==> config.mk <==
export PLATFORM = sky130hd
export DESIGN_NAME = imm_extender_flat
export DESIGN_NICKNAME = d
export VERILOG_FILES = /design/src/rtl/imm_extender_if.sv /design/src/rtl/imm_extender.sv /design/src/flat_wrapper.sv
export SDC_FILE = /design/constraint.sdc
export NUM_CORES = 1
export LEC_CHECK = 0
export CAP_MARGIN = 30
export CORE_AREA = 4 4 66 56
export CTS_CLUSTER_DIAMETER = 40
export DETAILED_ROUTE_END_ITERATION = 10
export DIE_AREA = 0 0 70 60
export PLACE_DENSITY = 0.74
export SYNTH_ARGS = -nofsm -noshare
export SYNTH_HDL_FRONTEND = slang
export SYNTH_SLANG_ARGS = --single-unit
==> constraint.sdc <==
create_clock -name Clock -period 1.8 [get_ports Clock]
set_input_delay 0.27 -clock Clock [delete_from_list [all_inputs] [get_ports Clock]]
set_output_delay 0.27 -clock Clock [all_outputs]
set_load 0.005 [all_outputs]
==> src/rtl/imm_extender_if.sv <==
// Decode-side bus of the immediate extender: raw field, mode, handshakes,
// flush and the registered result. The master is the decode stage or the
// bench; the slave is the extender.
interface imm_extender_if #(
  parameter int WIDTH = 16
);
  logic [WIDTH-1:0] In;
  logic [1:0]       Mode;
  logic             InValid;
  logic             InReady;
  logic             Flush;
  logic [WIDTH-1:0] Out;
  logic             OutValid;
  logic             OutReady;
  logic             PrefixPending;

  modport master (
    output In, Mode, InValid, Flush, OutReady,
    input  InReady, Out, OutValid, PrefixPending
  );

  modport slave (
    input  In, Mode, InValid, Flush, OutReady,
    output InReady, Out, OutValid, PrefixPending
  );
endinterface

==> src/rtl/imm_extender.sv <==
// Pipelined immediate extender for the MERC-16 datapath. Zero/sign/upper
// placement of In[FIELD_MSB:0] into a WIDTH-bit immediate, with a prefix
// register that can supply the high bits of the next immediate. One output
// register stage with a valid/ready handshake.
module imm_extender #(
  parameter int WIDTH     = 16,
  parameter int FIELD_MSB = 3
) (
  input  logic          Clock,
  input  logic          Reset_n,
  imm_extender_if.slave bus
);
  localparam int PREFIX_BITS = WIDTH - (FIELD_MSB + 1);
  localparam int USED_MSB    = (PREFIX_BITS - 1 > FIELD_MSB) ? PREFIX_BITS - 1 : FIELD_MSB;

  typedef enum logic [1:0] {
    MODE_ZERO   = 2'b00,
    MODE_SIGN   = 2'b01,
    MODE_PREFIX = 2'b10,
    MODE_UPPER  = 2'b11
  } mode_e;

  typedef enum logic {OUT_EMPTY, OUT_FULL}      out_state_e;
  typedef enum logic {PFX_IDLE,  PFX_PENDING}   pfx_state_e;

  out_state_e out_state, out_next;
  pfx_state_e pfx_state, pfx_next;

  logic [WIDTH-1:0]       out_q;
  logic [PREFIX_BITS-1:0] prefix_q;
  logic [WIDTH-1:0]       result;
  logic [FIELD_MSB:0]     field;
  mode_e                  mode;
  logic                   accept;
  logic                   is_prefix_op;
  logic                   produce;

  // Field bits above both the immediate field and the prefix slice are
  // never looked at; fold them into a named sink so intent is explicit.
  if (USED_MSB < WIDTH - 1) begin : g_unused
    logic unused_in_bits;
    assign unused_in_bits = ^bus.In[WIDTH-1:USED_MSB+1];
  end

  assign mode         = mode_e'(bus.Mode);
  assign field        = bus.In[FIELD_MSB:0];
  assign bus.InReady  = !bus.Flush && ((out_state == OUT_EMPTY) || bus.OutReady);
  assign accept       = bus.InValid && bus.InReady;
  assign is_prefix_op = (mode == MODE_PREFIX);
  assign produce      = accept && !is_prefix_op;

  assign bus.Out           = out_q;
  assign bus.OutValid      = (out_state == OUT_FULL);
  assign bus.PrefixPending = (pfx_state == PFX_PENDING);

  // Extension mux: a pending prefix replaces any zero/sign fill.
  always_comb begin
    // NOTE: every always_comb output gets a default first so no path can
    // leave it unassigned and infer a latch.
    result = '0;
    unique case (mode)
      MODE_ZERO, MODE_SIGN: begin
        if (pfx_state == PFX_PENDING)
          result = {prefix_q, field};
        else if (mode == MODE_SIGN)
          result = {{PREFIX_BITS{field[FIELD_MSB]}}, field};
        else
          result = {{PREFIX_BITS{1'b0}}, field};
      end
      MODE_UPPER:  result = {field, {PREFIX_BITS{1'b0}}};
      MODE_PREFIX: result = '0;
    endcase
  end

  // Next-state for the output slot and the prefix slot; flush wins.
  always_comb begin
    out_next = out_state;
    pfx_next = pfx_state;
    if (bus.Flush) begin
      out_next = OUT_EMPTY;
      pfx_next = PFX_IDLE;
    end else begin
      if (produce)
        out_next = OUT_FULL;
      else if (bus.OutReady)
        out_next = OUT_EMPTY;
      if (accept)
        pfx_next = is_prefix_op ? PFX_PENDING : PFX_IDLE;
    end
  end

  // State registers for both two-state resources.
  always_ff @(posedge Clock or negedge Reset_n) begin
    // NOTE: sequential state uses non-blocking assignments so every
    // register samples pre-edge values regardless of block order.
    if (!Reset_n) begin
      out_state <= OUT_EMPTY;
      pfx_state <= PFX_IDLE;
    end else begin
      out_state <= out_next;
      pfx_state <= pfx_next;
    end
  end

  // Data registers: result on a producing accept, prefix on a prefix accept.
  always_ff @(posedge Clock or negedge Reset_n) begin
    // NOTE: data registers are reset too because Out must read 0 while in
    // reset; Flush leaves them alone since their contents are then unused.
    if (!Reset_n) begin
      out_q    <= '0;
      prefix_q <= '0;
    end else begin
      if (produce)
        out_q <= result;
      if (accept && is_prefix_op)
        prefix_q <= bus.In[PREFIX_BITS-1:0];
    end
  end
endmodule

==> src/flat_wrapper.sv <==
// flat-port wrapper written by rule: the top's interface ports become plain ports
module imm_extender_flat 
#(
  parameter int WIDTH     = 16,
  parameter int FIELD_MSB = 3
)
  (Clock, Reset_n, bus_In, bus_Mode, bus_InValid, bus_Flush, bus_OutReady, bus_InReady, bus_Out, bus_OutValid, bus_PrefixPending);
  imm_extender_if #(.WIDTH(WIDTH)) bus_i ();
  input  logic Clock;
  input  logic Reset_n;
  input wire logic [$bits(bus_i.In)-1:0] bus_In;
  input wire logic [$bits(bus_i.Mode)-1:0] bus_Mode;
  input wire logic [$bits(bus_i.InValid)-1:0] bus_InValid;
  input wire logic [$bits(bus_i.Flush)-1:0] bus_Flush;
  input wire logic [$bits(bus_i.OutReady)-1:0] bus_OutReady;
  output wire logic [$bits(bus_i.InReady)-1:0] bus_InReady;
  output wire logic [$bits(bus_i.Out)-1:0] bus_Out;
  output wire logic [$bits(bus_i.OutValid)-1:0] bus_OutValid;
  output wire logic [$bits(bus_i.PrefixPending)-1:0] bus_PrefixPending;
  assign bus_i.In = bus_In;
  assign bus_i.Mode = bus_Mode;
  assign bus_i.InValid = bus_InValid;
  assign bus_i.Flush = bus_Flush;
  assign bus_i.OutReady = bus_OutReady;
  assign bus_InReady = bus_i.InReady;
  assign bus_Out = bus_i.Out;
  assign bus_OutValid = bus_i.OutValid;
  assign bus_PrefixPending = bus_i.PrefixPending;
  imm_extender #(.WIDTH(WIDTH), .FIELD_MSB(FIELD_MSB)) u_core (.Clock(Clock), .Reset_n(Reset_n), .bus(bus_i));
endmodule
==> run_results.csv <==
group,metric,value,unit
status,status,"complete, no violations",
yosys,synth.distinct_cells,28,
worst_hold_path,min_path_type,"in2async",
route,drt_wl_total,2820,um
timing,rsz0062_at_grt,"no",
setup_path,path_max_fanout,5,
floorplan,io_pins,42,
finish,area_delta_synth_final,45.3,%
run,cap_violations,0,
finish,nNetsFinal,178,
route,drt_iter0_markers,46,
yosys,synth.yosys.warnings,0,
yosys,synth-seq-cells,30,
timing,fin_setup_tns,0,ns
yosys,synth_top_area_frac,0.568,
finish,layout-drive-gt1-share,0.250,
setup_path,cp.required,1.53,ns
power,p_leak,0.858,nW
timing,final-setup-viol-count,0,
clocking,clkTransAtPathRegs,0.06,ns
setup_path,worstSetupPathType,"in2out",
yosys,synth_edf_count,0,
yosys,synth_ff_type,"dfrtp_1",
grt,grt_pass1_wl,4950,um
route,wl_per_cell,14.4,um
yosys,synthCells,102,
setup_path,crit_path_end_kind,"primary output",
floorplan,dieArea,4200,sq um
floorplan,rows,18,
clocking,clkSinkCount,30,
timing,skew,0.00433,ns
setup_path,crit_path_start_kind,"input port",
grt,antenna_found_initial,0,
route,via_per_inst,4.92,
floorplan,coreArea,3020,sq um
timing,worstMarginPinSlew,0.393,ns
yosys,syn_area_per_cell,13.0,sq um
clocking,htree_num_levels,2,
timing,final_hold_viol_count,0,
timing,timing.final.crit_share,0.953,
setup_path,crit_arrival,1.45,ns
timing,whs,0.390,ns
timing,fmax,583,MHz
clocking,cts_made_buffers,5,
grt,grt_remaining_overflow,0,
grt,track_usage,0.158,
timing,finalCriticalPeriod,1.72,ns
grt,first_global_vias,1022,
yosys,synthTopCellsByArea,"dfrtp_1 (57%), mux2_2 (12%), mux2i_1 (6.1%)",
yosys,syn_nets,125,
clocking,clockBufferDepth,2,
clocking,cts_tree,"yes",
floorplan,die_w,70,um
route,drt_first_pass_iters,4,
placed_design,hpwl,2150,um
placed_design,io_buffers,37,
grt,grt_max_degree,31,
route,ant_nets,0,
floorplan,dieHeight,60,um
power,ir_worst_vdd,594,uV
timing,slew_headroom,0.738,
route,drc_errors,0,
yosys,synth_area,1320,sq um
clocking,cts_setup_buffers,0,
yosys,yosysSeqAreaShare,0.568,
finish,n_antenna_cell,0,
finish,fillers,252,
floorplan,start_util,0.438,
yosys,synth_top_area_cell,"dfrtp_1",
power,finalPower,1.78,mW
clocking,cts-root-buf,"clkbuf_8",
clocking,clkLatencyLatePin,0.28,ns
yosys,synthArstFlopShare,1.00,
placed_design,gp_congestion,0.782,
timing,final_max_slew_viol_count,0,
power,power_density,926,nW/um^2
route,vias,964,
-- stage by stage --
step	setup slack, ns	util	instances	area [sq um]
3_3_place_gp	-0.0485	0.606	188	1830
6_report	0.0841	0.637	196	1920
2_1_floorplan	0.246	-	102	1320
3_5_place_dp	-0.0740	0.606	188	1830
5_1_grt	0.0198	0.637	196	1920
4_1_cts	0.0400	0.636	196	1920
-- cells in the final DEF, fill, tap and decap left out, drive strengths merged --
cell type      count
a211o              3
a21oi              8
a22o               4
a31o               1
and3               3
and4               1
buf               14
clkbuf             7
clkdlybuf4s50     37
clkinv             1
dfrtp             30
inv                9
mux2              16
mux2i              8
nand2              1
nand2b             2
nand3              1
nand3b             1
nand4              1
nor2               1
nor2b              2
nor4b              2
nor4bb             1
o21ai              2
-- path summary, 6_finish.rpt --
path,endpoint,slack [ns],depth (start not counted),startpoint
setup / recovery,bus_InReady,0.08,3,bus_Flush
hold / removal,u_core.bus.PrefixPending$_DFFE_PN0P_,0.39,2,Reset_n
setup reg to reg,u_core.prefix_q[7]$_DFFE_PN0P_,0.28,4,u_core.bus.OutValid$_DFFE_PN0P_
hold reg to reg,u_core.prefix_q[11]$_DFFE_PN0P_,0.51,1,u_core.prefix_q[11]$_DFFE_PN0P_
max in group asynchronous,u_core.prefix_q[2]$_DFFE_PN0P_,1.13,2,Reset_n
min in group Clock,u_core.prefix_q[11]$_DFFE_PN0P_,0.51,1,u_core.prefix_q[11]$_DFFE_PN0P_
-- report_power, final --
part | internal (mW) | switching (mW) | leakage (nW)
logic | 0.252 | 0.123 | 0.428
clock network | 0.308 | 0.238 | 0.0482
registers | 0.795 | 0.0646 | 0.382
-- layer usage --
metal | vias up | part of all wire | global-route usage
met2 | 21 | 0.49 | 0.260
met3 | 4 | 0.028 | 0.0370
met1 | 467 | 0.45 | 0.193
met4 | 0 | 0.022 | 0.0902
met5 | - | 0 | 0
li1 | 472 | - | -
-- cells in the mapped netlist (2+ instances only) --
cell,instances
a211o_1,3
a21oi_1,8
a22o_1,4
and3_1,3
dfrtp_1,30
inv_1,9
mux2_2,14
mux2i_1,8
nand2b_1,2
nor2b_1,2
o21ai_0,2
-- cells by family after synthesis --
family,after synthesis,synth area share
AOI/OAI and AO/OA,18,0.0908
DFF,30,0.568
and+or+nand+nor,16,0.0918
muxes,24,0.200
buffers and inverters,14,0.0501
-- state kept, by name (all words and copies together) (netlist names) --
| name | cells |
|---|---|
| u_core.bus.PrefixPending | 1 |
| u_core.bus.Out | 16 |
| u_core.prefix_q | 12 |
| u_core.bus.OutValid | 1 |
-- layout make-up --
class	count	area (sq um)	share of cell area
Clock buffer	7	86.3	0.0449
Clock inverter	1	5.00	0.00260
Inverter	9	33.8	0.0176
Multi-Input combinational cell	58	508	0.264
Sequential cell	30	751	0.391
Tap cell	40	50.0	0.0260
Timing Repair Buffer	51	488	0.254
-- worst max-delay path: stages --
cell and delay [ns]:
clkdlybuf4s50_1 0.53, nor2_1 0.14, clkdlybuf4s50_1 0.50
-- what timing repair did --
item,CTS,global route
hold buffers,0,0
endpoints found under the setup margin,0,1
resized for setup,0,1
(Power assumes the default switching activity.)
